==> src/rtl/ones_frame_accumulator.sv <==
// Sums per-byte ones counts over a frame and presents the total, byte count and
// balanced flag on a valid/ready output, with upstream backpressure via cnt_ready.
module ones_frame_accumulator #(
    parameter int FRAME_LEN = 16,
    parameter int SUM_W     = 12
) (
    input  logic             clk,
    input  logic             reset,
    input  logic             cnt_valid,
    input  logic [3:0]       cnt_in,
    input  logic             frame_last,
    output logic             cnt_ready,
    output logic             sum_valid,
    input  logic             sum_ready,
    output logic [SUM_W-1:0] sum_total,
    output logic [7:0]       sum_bytes,
    output logic             balanced,
    output logic             err_range
);

    typedef enum logic {ACCUM, HOLD} state_t;

    localparam int CMP_W = (SUM_W > 10) ? SUM_W : 10;

    state_t           state_q, state_d;
    logic [SUM_W-1:0] acc_q, acc_d;
    logic [SUM_W-1:0] total_q, total_d;
    logic [7:0]       cnt_q, cnt_d;
    logic [7:0]       bytes_q, bytes_d;
    logic             valid_q, valid_d;
    logic             bal_q, bal_d;
    logic             err_q, err_d;

    logic [3:0]       cnt_sat;
    logic             accept;
    logic             close;
    logic [SUM_W-1:0] acc_next;
    logic [7:0]       cnt_next;
    logic [CMP_W-1:0] tot_ext;
    logic [CMP_W-1:0] quad_ext;

    always_comb begin
        cnt_sat   = (cnt_in > 4'd8) ? 4'd8 : cnt_in;
        cnt_ready = (state_q == ACCUM) || sum_ready;
        accept    = cnt_valid && cnt_ready;
        acc_next  = acc_q + SUM_W'(cnt_sat);
        cnt_next  = cnt_q + 8'd1;
        close     = accept && ((cnt_next == 8'(FRAME_LEN)) || frame_last);
        tot_ext   = CMP_W'(acc_next);
        quad_ext  = CMP_W'({cnt_next, 2'b00});

        state_d = state_q;
        acc_d   = acc_q;
        cnt_d   = cnt_q;
        total_d = total_q;
        bytes_d = bytes_q;
        valid_d = valid_q;
        bal_d   = bal_q;
        err_d   = err_q;

        if (state_q == HOLD && sum_ready) begin
            valid_d = 1'b0;
            state_d = ACCUM;
        end

        // acc/cnt are already zero while holding, so a beat accepted on the draining
        // cycle naturally becomes the first beat of the next frame.
        if (accept) begin
            acc_d = acc_next;
            cnt_d = cnt_next;
            if (cnt_in > 4'd8) begin
                err_d = 1'b1;
            end
        end

        if (close) begin
            total_d = acc_next;
            bytes_d = cnt_next;
            bal_d   = (tot_ext == quad_ext);
            valid_d = 1'b1;
            acc_d   = '0;
            cnt_d   = '0;
            state_d = HOLD;
        end
    end

    always_ff @(posedge clk) begin
        if (reset) begin
            state_q <= ACCUM;
            acc_q   <= '0;
            cnt_q   <= '0;
            total_q <= '0;
            bytes_q <= '0;
            valid_q <= 1'b0;
            bal_q   <= 1'b0;
            err_q   <= 1'b0;
        end else begin
            state_q <= state_d;
            acc_q   <= acc_d;
            cnt_q   <= cnt_d;
            total_q <= total_d;
            bytes_q <= bytes_d;
            valid_q <= valid_d;
            bal_q   <= bal_d;
            err_q   <= err_d;
        end
    end

    assign sum_valid = valid_q;
    assign sum_total = total_q;
    assign sum_bytes = bytes_q;
    assign balanced  = bal_q;
    assign err_range = err_q;

endmodule
==> config.mk <==
export PLATFORM = sky130hd
export DESIGN_NAME = ones_frame_accumulator
export DESIGN_NICKNAME = d
export VERILOG_FILES = /design/src/rtl/ones_frame_accumulator.sv
export SDC_FILE = /design/constraint.sdc
export NUM_CORES = 1
export LEC_CHECK = 0
export CAP_MARGIN = 15
export CORE_ASPECT_RATIO = 0.7
export CORE_MARGIN = 2
export CORE_UTILIZATION = 50
export CTS_CLUSTER_DIAMETER = 30
export CTS_CLUSTER_SIZE = 20
export DETAILED_ROUTE_END_ITERATION = 10
export GPL_TIMING_DRIVEN = 0
export PLACE_DENSITY_LB_ADDON = 0.15
export SYNTH_ARGS = -nofsm -noshare
export SYNTH_HDL_FRONTEND = slang
export SYNTH_SLANG_ARGS = --single-unit
==> constraint.sdc <==
create_clock -name clk -period 3.5 [get_ports clk]
set_clock_uncertainty 0.2 [all_clocks]
set_input_delay 0.7 -clock clk [delete_from_list [all_inputs] [get_ports clk]]
set_output_delay 0.7 -clock clk [all_outputs]
set_load 0.02 [all_outputs]
==> flow_summary.json <==
{
  "yosysTopAreaCellShare_pct": 37.4,
  "cts_made_buffers": 5,
  "grt_pass1_vias": 1716,
  "synth_mux_area_share_pct": 2.61,
  "drv_cap": 0,
  "cts_tree": "done",
  "synth_largest_area_cell": "dfxtp_1",
  "path_clk_slew_ns": 0.08,
  "rrSetupSlack_ns": 1.04,
  "grtUsageMet3_pct": 4.90,
  "drcViolationCount": 0,
  "area_growth_pct": 20.2,
  "cts_sinks": 43,
  "critPathKind": "in2reg",
  "diodes": 0,
  "antenna_found_initial": 0,
  "coreArea_um2": 4380,
  "ys_top_cells_by_area": "dfxtp_1 37%, xnor2_1 11%, nor2_1 7.7%, a211oi_1 3.9%, xor2_1 3.8%",
  "final_max_slew_viol_count": 0,
  "worst-r2r-cell-count": 7,
  "ir_worst_vdd_mv": 0.257,
  "ys_warn_count": 0,
  "instances_no_fill": 353,
  "drt-pass1-iter-count": 4,
  "syn-cell-area_um2": 2300,
  "synthCells": 259,
  "tns_ns": 0,
  "post_drt_wl_per_cell_um": 14.4,
  "hold_end": "acc_q[3]$_SDFFE_PP0P_",
  "top_usage_layer": "met2",
  "cp.arrival_ns": 3.21,
  "reg2reg_from": "acc_q[0]$_SDFFE_PP0P_",
  "end_kind": "flip-flop",
  "synth-seq-area-share_pct": 37.4,
  "grt_use_total_pct": 21.2,
  "gp_congestion": 0.915,
  "placed_area_um2": 2680,
  "use_met1_pct": 30.6,
  "num-nets-final": 312,
  "drive_gt1_share_pct": 10.4,
  "post_cts_buffers": 0,
  "required_ns": 3.55,
  "synth_ff_type": "dfxtp_1",
  "drtIter0Drc": 93,
  "totalWireLength_mm": 5.08,
  "fp.dieH_um": 60.8,
  "synth_cell_types": 50,
  "synth-xor-area-share_pct": 15.5,
  "tightest_slew_ns": 0.575,
  "reg2reg_to": "balanced$_SDFFE_PP0P_",
  "grt_max_degree": 14,
  "clk_latency_ns": 0.30,
  "finalCritPeriodShare_pct": 90.2,
  "rsz0062_at_grt": "false",
  "async_flop_share_pct": 0,
  "hold_viol_final": 0,
  "holdPathStages": 2,
  "stdcell_area_um2": 2770,
  "hp-start": "acc_q[3]$_SDFFE_PP0P_",
  "crit_fanout": 5,
  "period_needed_ns": 3.16,
  "yosys-top-cells-count": "47 x nor2_1, 43 x dfxtp_1, 28 x xnor2_1",
  "dp_hpwl_mm": 3.81,
  "io_pins": 33,
  "relSlewSlack_pct": 61.6,
  "synth_seq_cells": 43,
  "whs_ns": 0.266,
  "cts_root_buf": "clkbuf_8",
  "setup_viol": 0,
  "antenna_left": 0,
  "startpoint_type": "primary input",
  "power_mw": 1.01,
  "dieArea_um2": 5170,
  "synth_fa_ha_area_share_pct": 3.59,
  "grtUsageMet2_pct": 30.6,
  "synth_edf_count": 0,
  "cts_resized": 0,
  "cts_max_level": 2,
  "rows": 20,
  "syn-num-nets": 274,
  "grt_pass1_wl_mm": 8.35,
  "cellPowerDensity_nw_per_um2": 365,
  "yosys.area_share.simple_pct": 22.2,
  "dpl.cell_count": 345,
  "status": "finished, final reports clean",
  "start_util_pct": 52.6,
  "nFillCells": 369,
  "io_buffers": 31,
  "gr-total-overflow": 0,
  "synth_compound_area_share_pct": 14.1,
  "dieWidth_um": 85.1,
  "via_per_inst": 5.45,
  "fmax_ghz": 0.317,
  "hold_buffers": 0,
  "clockBufferDepth": 2,
  "num_vias": 1923,
  "synth_top_family_by_area": "simple AND/OR/NAND/NOR gates",
  "syn_avg_cell_area_um2": 8.89,
  "synth_most_common_cell": "nor2_1",
  "min_path_type": "reg2reg",
  "cellLeakagePower_nw": 0.981
}
kinds of logic (layout without fill, tap and decap cells):
| group | Yosys count | after routing |
|---|---|---|
| AOI/OAI and AO/OA | 41 | 41 |
| xor gates and xnor gates | 39 | 39 |
| adders and majority gates | 6 | 6 |
| buffers and inverters | 18 | 57 |
| DFF | 43 | 43 |
| muxes | 6 | 6 |
| and+or+nand+nor | 106 | 106 |
per-layer routing:
metal / up-vias / part of all wire (%)
met5: - / 0
met4: 0 / 1.8
met3: 10 / 4.8
met2: 48 / 41
met1: 898 / 52
li1: 967 / -
report_power, final:
part           switching [mW]  internal [mW]
sequential             0.0107          0.508
clock                   0.174          0.140
combinational          0.0973         0.0793
total                   0.282          0.727
placed cells by master (no fill, tap or decap), drive strengths merged, types with 3 or more instances in the layout:
cell type / synthesis / final
clkdlybuf4s50: 0 / 31
a21oi: 12 / 12
and3: 4 / 4
xor2: 10 / 10
dfxtp: 43 / 43
ha: 5 / 5
mux2i: 6 / 6
nor3: 9 / 9
nand2b: 3 / 3
nor2: 47 / 47
buf: 14 / 14
xnor2: 28 / 28
clkbuf: 3 / 9
nand3: 9 / 9
a211oi: 14 / 14
nor2b: 3 / 3
nand2: 19 / 19
worst max-delay path by stage:
stage	start	endpoint	slack (ns)	cells after the start
finish	cnt_in[3]	balanced$_SDFFE_PP0P_	0.34	9
global route	cnt_in[3]	balanced$_SDFFE_PP0P_	0.28	9
CTS	cnt_in[3]	balanced$_SDFFE_PP0P_	0.36	9
detailed placement	cnt_in[3]	balanced$_SDFFE_PP0P_	0.06	9
global placement	cnt_in[3]	balanced$_SDFFE_PP0P_	0.08	9
floorplan	cnt_in[0]	balanced$_SDFFE_PP0P_	0.80	10
flip-flops by register name, indices dropped and copies added, names as in the netlist:
register,count
acc_q,12
balanced,1
cnt_q,8
err_range,1
sum_bytes,8
sum_total,12
sum_valid,1
final cells by class:
type | count | area, µm² | area share [%]
buffer | 17 | 103 | 3.71
clock buffer | 6 | 72.6 | 2.62
clock inverter | 2 | 12.5 | 0.452
inverter | 1 | 3.75 | 0.136
multi-input combinational | 198 | 1340 | 48.3
sequential | 43 | 861 | 31.1
tap | 55 | 68.8 | 2.49
timing repair buffer | 31 | 310 | 11.2
per-stage QoR:
stage	util, %	setup WS [ns]
global route	63.2	0.283
CTS	63.2	0.361
detailed placement	61.2	0.0588
floorplan	-	0.801
finish	63.2	0.345
global placement	61.2	0.0821
worst max-delay path, stage by stage:
cell and delay, ns:
clkdlybuf4s50_1 0.56, nor2b_1 0.08, ha_1 0.22, fa_1 0.42
xnor2_1 0.42, xnor2_1 0.18, nand3_1 0.14, a2111oi_2 0.31
a31o_1 0.18
Power figures use the tool's default switching activity.
